$ cat src/rtl/and_gate_arbiter_pkg.sv
// Shared types and constants for the round-robin AND-gate arbiter.
// The BIST state exists only when GATE_SELFTEST_EN is defined.
package and_gate_arbiter_pkg;

  typedef enum logic [1:0] {
    StIdle = 2'd0,
    StEval = 2'd1,
    StResp = 2'd2
`ifdef GATE_SELFTEST_EN
    ,
    StBist = 2'd3
`endif
  } state_e;

  // Self-test vectors, {a,b} per entry, applied in order 00,01,10,11.
  localparam logic [7:0] BistVecs = {2'b11, 2'b10, 2'b01, 2'b00};
  // Expected AND result for each vector above.
  localparam logic [3:0] BistExp  = 4'b1000;

  function automatic logic [1:0] bist_vec(input logic [1:0] idx);
    return BistVecs[{idx, 1'b0} +: 2];
  endfunction

endpackage

$ cat src/rtl/and_gate_arbiter_gate_eval_core.sv
// Registered WIDTH-wide bitwise AND; captures a & b on clock edges where en is high.
// Shared by the arbitration path and the self-test path.
module and_gate_arbiter_gate_eval_core #(
  parameter int unsigned WIDTH = 1
) (
  input  logic             clk,
  input  logic             rst_n,
  input  logic             en,
  input  logic [WIDTH-1:0] a,
  input  logic [WIDTH-1:0] b,
  output logic [WIDTH-1:0] q
);

  logic [WIDTH-1:0] q_q;

  always_ff @(posedge clk or negedge rst_n) begin
    if (!rst_n) begin
      q_q <= '0;
    end else if (en) begin
      q_q <= a & b;
    end
  end

  assign q = q_q;

endmodule

$ cat src/rtl/and_gate_arbiter.sv
// Round-robin arbiter sharing one registered AND core among NREQ requesters.
// Define GATE_SELFTEST_EN to add the built-in self-test (bist_start/bist_done/bist_pass).
module and_gate_arbiter
  import and_gate_arbiter_pkg::*;
#(
  parameter int unsigned NREQ  = 4,
  parameter int unsigned WIDTH = 1,
  parameter int unsigned ID_W  = 2
) (
  input  logic                  clk,
  input  logic                  rst_n,
`ifdef GATE_SELFTEST_EN
  input  logic                  bist_start,
  output logic                  bist_done,
  output logic                  bist_pass,
`endif
  input  logic [NREQ-1:0]       req,
  input  logic [NREQ*WIDTH-1:0] op_a,
  input  logic [NREQ*WIDTH-1:0] op_b,
  output logic [NREQ-1:0]       gnt,
  output logic                  busy,
  output logic                  rsp_valid,
  output logic [ID_W-1:0]       rsp_id,
  output logic [WIDTH-1:0]      rsp_data
);

  state_e            state_q, state_d;
  logic [NREQ-1:0]   gnt_q, gnt_d;
  logic [WIDTH-1:0]  opa_q, opa_d, opb_q, opb_d;
  logic [ID_W-1:0]   id_q, id_d, ptr_q, ptr_d;
  logic              rsp_valid_q, rsp_valid_d;
  logic [ID_W-1:0]   rsp_id_q, rsp_id_d;
  logic [WIDTH-1:0]  rsp_data_q, rsp_data_d;

  logic              core_en;
  logic [WIDTH-1:0]  core_a, core_b, core_q;

  logic              win_found;
  logic [ID_W-1:0]   win_idx;
  int unsigned       cand;

`ifdef GATE_SELFTEST_EN
  logic [2:0]        cnt_q, cnt_d;
  logic              ok_q, ok_d;
  logic              done_q, done_d;
  logic              pass_q, pass_d;
  logic [1:0]        bist_ab;
  logic [1:0]        bist_prev;
  logic              bist_match;
`endif

  // First asserted request at or after the pointer, wrapping modulo NREQ.
  always_comb begin
    win_found = 1'b0;
    win_idx   = '0;
    cand      = 0;
    for (int unsigned i = 0; i < NREQ; i++) begin
      cand = (32'(ptr_q) + i) % NREQ;
      if (!win_found && req[cand]) begin
        win_found = 1'b1;
        win_idx   = ID_W'(cand);
      end
    end
  end

  always_comb begin
    state_d     = state_q;
    gnt_d       = '0;
    opa_d       = opa_q;
    opb_d       = opb_q;
    id_d        = id_q;
    ptr_d       = ptr_q;
    rsp_valid_d = 1'b0;
    rsp_id_d    = rsp_id_q;
    rsp_data_d  = rsp_data_q;
    core_en     = 1'b0;
    core_a      = opa_q;
    core_b      = opb_q;
`ifdef GATE_SELFTEST_EN
    cnt_d      = cnt_q;
    ok_d       = ok_q;
    done_d     = 1'b0;
    pass_d     = pass_q;
    bist_ab    = bist_vec(cnt_q[1:0]);
    // Core output lags the applied vector by one cycle.
    bist_prev  = cnt_q[1:0] - 2'd1;
    bist_match = (core_q == {WIDTH{BistExp[bist_prev]}});
`endif

    unique case (state_q)
      StIdle: begin
`ifdef GATE_SELFTEST_EN
        if (bist_start) begin
          state_d = StBist;
          cnt_d   = '0;
          ok_d    = 1'b1;
          pass_d  = 1'b0;
        end else
`endif
        if (win_found) begin
          gnt_d[win_idx] = 1'b1;
          opa_d          = op_a[win_idx*WIDTH +: WIDTH];
          opb_d          = op_b[win_idx*WIDTH +: WIDTH];
          id_d           = win_idx;
          ptr_d          = ID_W'((32'(win_idx) + 32'd1) % NREQ);
          state_d        = StEval;
        end
      end
      StEval: begin
        core_en = 1'b1;
        state_d = StResp;
      end
      StResp: begin
        rsp_valid_d = 1'b1;
        rsp_id_d    = id_q;
        rsp_data_d  = core_q;
        state_d     = StIdle;
      end
`ifdef GATE_SELFTEST_EN
      StBist: begin
        if (cnt_q != 3'd4) begin
          core_en = 1'b1;
          core_a  = {WIDTH{bist_ab[1]}};
          core_b  = {WIDTH{bist_ab[0]}};
        end
        if (cnt_q != 3'd0) begin
          ok_d = ok_q & bist_match;
        end
        cnt_d = cnt_q + 3'd1;
        if (cnt_q == 3'd4) begin
          done_d  = 1'b1;
          pass_d  = ok_q & bist_match;
          state_d = StIdle;
        end
      end
`endif
      default: state_d = StIdle;
    endcase
  end

  always_ff @(posedge clk or negedge rst_n) begin
    if (!rst_n) begin
      state_q     <= StIdle;
      gnt_q       <= '0;
      opa_q       <= '0;
      opb_q       <= '0;
      id_q        <= '0;
      ptr_q       <= '0;
      rsp_valid_q <= 1'b0;
      rsp_id_q    <= '0;
      rsp_data_q  <= '0;
    end else begin
      state_q     <= state_d;
      gnt_q       <= gnt_d;
      opa_q       <= opa_d;
      opb_q       <= opb_d;
      id_q        <= id_d;
      ptr_q       <= ptr_d;
      rsp_valid_q <= rsp_valid_d;
      rsp_id_q    <= rsp_id_d;
      rsp_data_q  <= rsp_data_d;
    end
  end

`ifdef GATE_SELFTEST_EN
  always_ff @(posedge clk or negedge rst_n) begin
    if (!rst_n) begin
      cnt_q  <= '0;
      ok_q   <= 1'b0;
      done_q <= 1'b0;
      pass_q <= 1'b0;
    end else begin
      cnt_q  <= cnt_d;
      ok_q   <= ok_d;
      done_q <= done_d;
      pass_q <= pass_d;
    end
  end

  assign bist_done = done_q;
  assign bist_pass = pass_q;
`endif

  and_gate_arbiter_gate_eval_core #(
    .WIDTH (WIDTH)
  ) u_core (
    .clk   (clk),
    .rst_n (rst_n),
    .en    (core_en),
    .a     (core_a),
    .b     (core_b),
    .q     (core_q)
  );

  assign gnt       = gnt_q;
  assign busy      = (state_q != StIdle);
  assign rsp_valid = rsp_valid_q;
  assign rsp_id    = rsp_id_q;
  assign rsp_data  = rsp_data_q;

endmodule

$ cat config.mk
export PLATFORM = sky130hd
export DESIGN_NAME = and_gate_arbiter
export DESIGN_NICKNAME = d
export VERILOG_FILES = /design/src/rtl/and_gate_arbiter_pkg.sv /design/src/rtl/and_gate_arbiter_gate_eval_core.sv /design/src/rtl/and_gate_arbiter.sv
export SDC_FILE = /design/constraint.sdc
export NUM_CORES = 1
export LEC_CHECK = 0
export ABC_CLOCK_PERIOD_IN_PS = 2500
export CAP_MARGIN = 20
export CORE_ASPECT_RATIO = 1.2
export CORE_MARGIN = 3
export CORE_UTILIZATION = 49
export DETAILED_ROUTE_END_ITERATION = 8
export PLACE_DENSITY = 0.81
export SYNTH_ARGS = -nofsm -noshare
export SYNTH_HDL_FRONTEND = slang
export SYNTH_HIERARCHICAL = 1
export SYNTH_SLANG_ARGS = --single-unit
$ cat constraint.sdc
create_clock -name clk -period 2.5 [get_ports clk]
set_clock_uncertainty 0.1 [all_clocks]
set_input_delay 0.5 -clock clk [delete_from_list [all_inputs] [get_ports clk]]
set_output_delay 0.5 -clock clk [all_outputs]
set_load 0.01 [all_outputs]
==> summary.md <==
| Metric | Value |
|---|---|
| Die area | around 0.0022 sq mm |
| CTS Hold Bufs | 0 |
| P&R area growth vs syn | 30.7% |
| DRC | 0 |
| Die H | around 51 um |
| Share of layout cells above drive strength 1 | 0.161 |
| Worst Tran Pin Value | approximately 0.73 ns |
| Clock sink count | 17 |
| Maxcap violations | 0 |
| Port Buffers | 22 |
| Placed insts | 106 |
| WHS Endpoint | state_q[1] |
| GRT Total Usage | 0.139 |
| Worst VDD drop | approximately 0.48 mV |
| Initial drt markers | 4 |
| Min-Delay Startpoint | state_q[1] |
| Fin crit period | ~2 ns |
| Worst path required time | 1.90 ns |
| Data arrival, critical path | 1.43 ns |
| CP startpoint kind | flip-flop |
| Status | complete, no violations |
| Setup violators final | 0 |
| Largest family of logic cells by synthesized area | simple AND/OR/NAND/NOR gates |
| Synthesized flop and latch total | 17 |
| Total negative slack | 0 ns |
| Reg2reg end | core_a |
| RR Startpoint | state_q[1] |
| Design area | around 0.0011 sq mm |
| Synth warn | 6 |
| TritonCTS clock tree | yes |
| FP Rows | 15 |
| Hold Crit Class | flip-flop to flip-flop |
| Total CTS buffers | 3 |
| Reg2Reg Depth | 5 |
| CTS root buffer | clkbuf_4 |
| Final Non-Filler Cells | 110 |
| Static leakage | ~0.48 nW |
| Worst skew pair latency | between 0.2 and 0.3 ns |
| Num ports | 23 |
| Total inserted antenna cells | 0 |
| R2R setup slack | 0.88 ns |
| Synth Area in Simple Gates | 0.249 |
| Fmax | approximately 490 MHz |
| Syn nets | 83 |
| Routed vias/inst | between 5 and 6 |
| Setup Buffers After CTS | 0 |
| Die Width | between 40 and 50 um |
| Core box area | about 0.0015 sq mm |
| Drt total wl | ~1.4 mm |
| Post-synthesis xor/xnor area fraction | 0.0107 |
| Largest net degree at the start of global routing | 18 |
| Clock transition at path regs | 0.09 ns |
| Antenna violations before repair | 0 |
| Setup crit start | state_q[1] |
| Pwr/cell area | 1110 mW/mm^2 |
| Wire length per cell | approximately 13 um |
| Grt total ovfl | 0 |
| Hold Fails Final Rpt | 0 |
| Post-synthesis adder-cell area fraction | 0 |
| Syn_area_per_cell | around 12 sq um |
| Sequential element share of the synthesized area | 0.520 |
| First-pass GRT wire length | approximately 2.4 mm |
| Worst setup path class | flip-flop to output pin |
| Vias | between 500 and 600 |
| CP max FO | 4 |
| Netlist Area Pre-Place | about 800 sq um |
| Pins over their slew limit | 0 |
| Final period utilization | 0.811 |
| Dpl ws | about 0.27 ns |
| Final WS setup | around 0.47 ns |
| Layout Nets | ~110 |
| Crit end category | output pin |
| Total power draw | about 1.2 mW |
| Vias in the first global route | 546 |
| Cells on Worst Hold Path | 1 |
| Starting Density | 0.545 |
| Synth Instances | about 70 |
| Clock buffer depth | 2 |
| Post-DP Area | approximately 0.0010 sq mm |
| Compound-gate portion of the synthesized area | 0.101 |
| Post-CTS sizing | 0 |
| Htree depth | 1 |
| GPL Wtd Cong | between 0.7 and 0.8 |
| Rel. slew slack | 0.510 |
| Antenna viol nets, final | 0 |
| Synth cell types | 28 |
| Pre-antenna DRT Iters | 2 |
| Placed wire-length estimate | approximately 1.1 mm |
| Multiplexer share of the synthesized area | 0.0902 |
| RSZ-0062 raised after global routing | false |
-- state kept, by name, summed over array words and instances (netlist names) --
signal and count:
core_a 1, state_q 2, id_q 2, u_core/q 1
rsp_data 1, core_b 1, gnt 4, rsp_id 2
ptr_q 2, rsp_valid 1
-- layer usage --
| layer | wire length, um | global-route usage | vias up |
|---|---|---|---|
| met3 | 70 | 0.0108 | 2 |
| met5 | 0 | 0 | - |
| li1 | - | - | 286 |
| met1 | 585 | 0.165 | 264 |
| met2 | 712 | 0.264 | 18 |
| met4 | 16 | 0.0302 | 0 |
-- layout make-up --
type	count	area (sq um)
fill	133	432
timing repair buffer	22	220
sequential	17	425
tap	17	21.3
inverter	2	7.51
clock buffer	4	26.3
multi-input combinational	48	369
-- cells by family after synthesis --
logic type	after synthesis
simple gates	30
flops	17
compound gates	10
mux	7
buf+inv	4
xor+xnor	1
-- critical path, stage by stage (launching register included) --
cell and delay [ns]:
dfrtp_1 0.41, or2_1 0.26, clkdlybuf4s50_1 0.49
-- synthesized netlist by cell type --
master    count  area, sq um
nand2_1       4         15.0
or2_1         2         12.5
buf_6         1         11.3
o22ai_1       2         12.5
a211oi_1      2         15.0
nor2b_4       1         13.8
nor2b_1       4         25.0
and3_1        2         12.5
nor2b_2       2         17.5
nor2_1        7         26.3
nand3_1       1         5.00
a21boi_1      1         7.51
inv_2         1         3.75
xnor2_1       1         8.76
nor4_2        1         12.5
mux2i_1       4         40.0
o21ai_1       2         10.0
nor4b_4       1         23.8
nor3_1        1         5.00
nor2_2        1         6.26
a21o_1        2         15.0
nor3b_1       2         15.0
nand2b_4      1         13.8
mux2_2        3         33.8
inv_1         1         3.75
buf_2         1         5.00
o32a_4        1         22.5
dfrtp_1      17          425
-- power breakdown --
part           internal (mW)  switching, mW
clock                 0.0617         0.0774
combinational          0.311          0.262
sequential             0.397         0.0753
-- how the worst max path moves through the flow --
stage                    end  slack, ns
global route            busy       0.40
floorplan             core_a       0.85
CTS                     busy       0.46
finish                  busy       0.47
global placement      core_b       0.31
detailed placement  ptr_q[1]       0.27
-- cells in the final DEF, fill, tap and decap left out --
cell             Yosys  routed
nor2_2               1       1
nor2b_2              2       2
a211oi_1             2       2
nand2b_4             1       1
and3_1               2       2
a21boi_1             1       1
nor2b_4              1       1
or2_1                2       2
nor4_2               1       1
dfrtp_1             17      17
o32a_4               1       1
nand2_1              4       4
nor2_1               7       7
nor3_1               1       1
nor4b_4              1       1
o21ai_1              2       2
nor2b_1              4       4
a21o_1               2       2
mux2i_1              4       4
xnor2_1              1       1
inv_1                1       1
nor3b_1              2       2
clkdlybuf4s50_1      0      22
clkbuf_1             0       1
inv_2                1       1
o22ai_1              2       2
nand3_1              1       1
mux2_2               3       3
clkbuf_4             0       3
-- per-stage QoR --
stage / util / hold WS [ns]
3_3_place_gp: 0.695 / 0.356
2_1_floorplan: - / 0.104
4_1_cts: 0.713 / 0.372
5_1_grt: 0.713 / 0.404
3_5_place_dp: 0.695 / 0.362
6_report: 0.713 / 0.374
No activity file was read; power rests on OpenSTA's default activity.
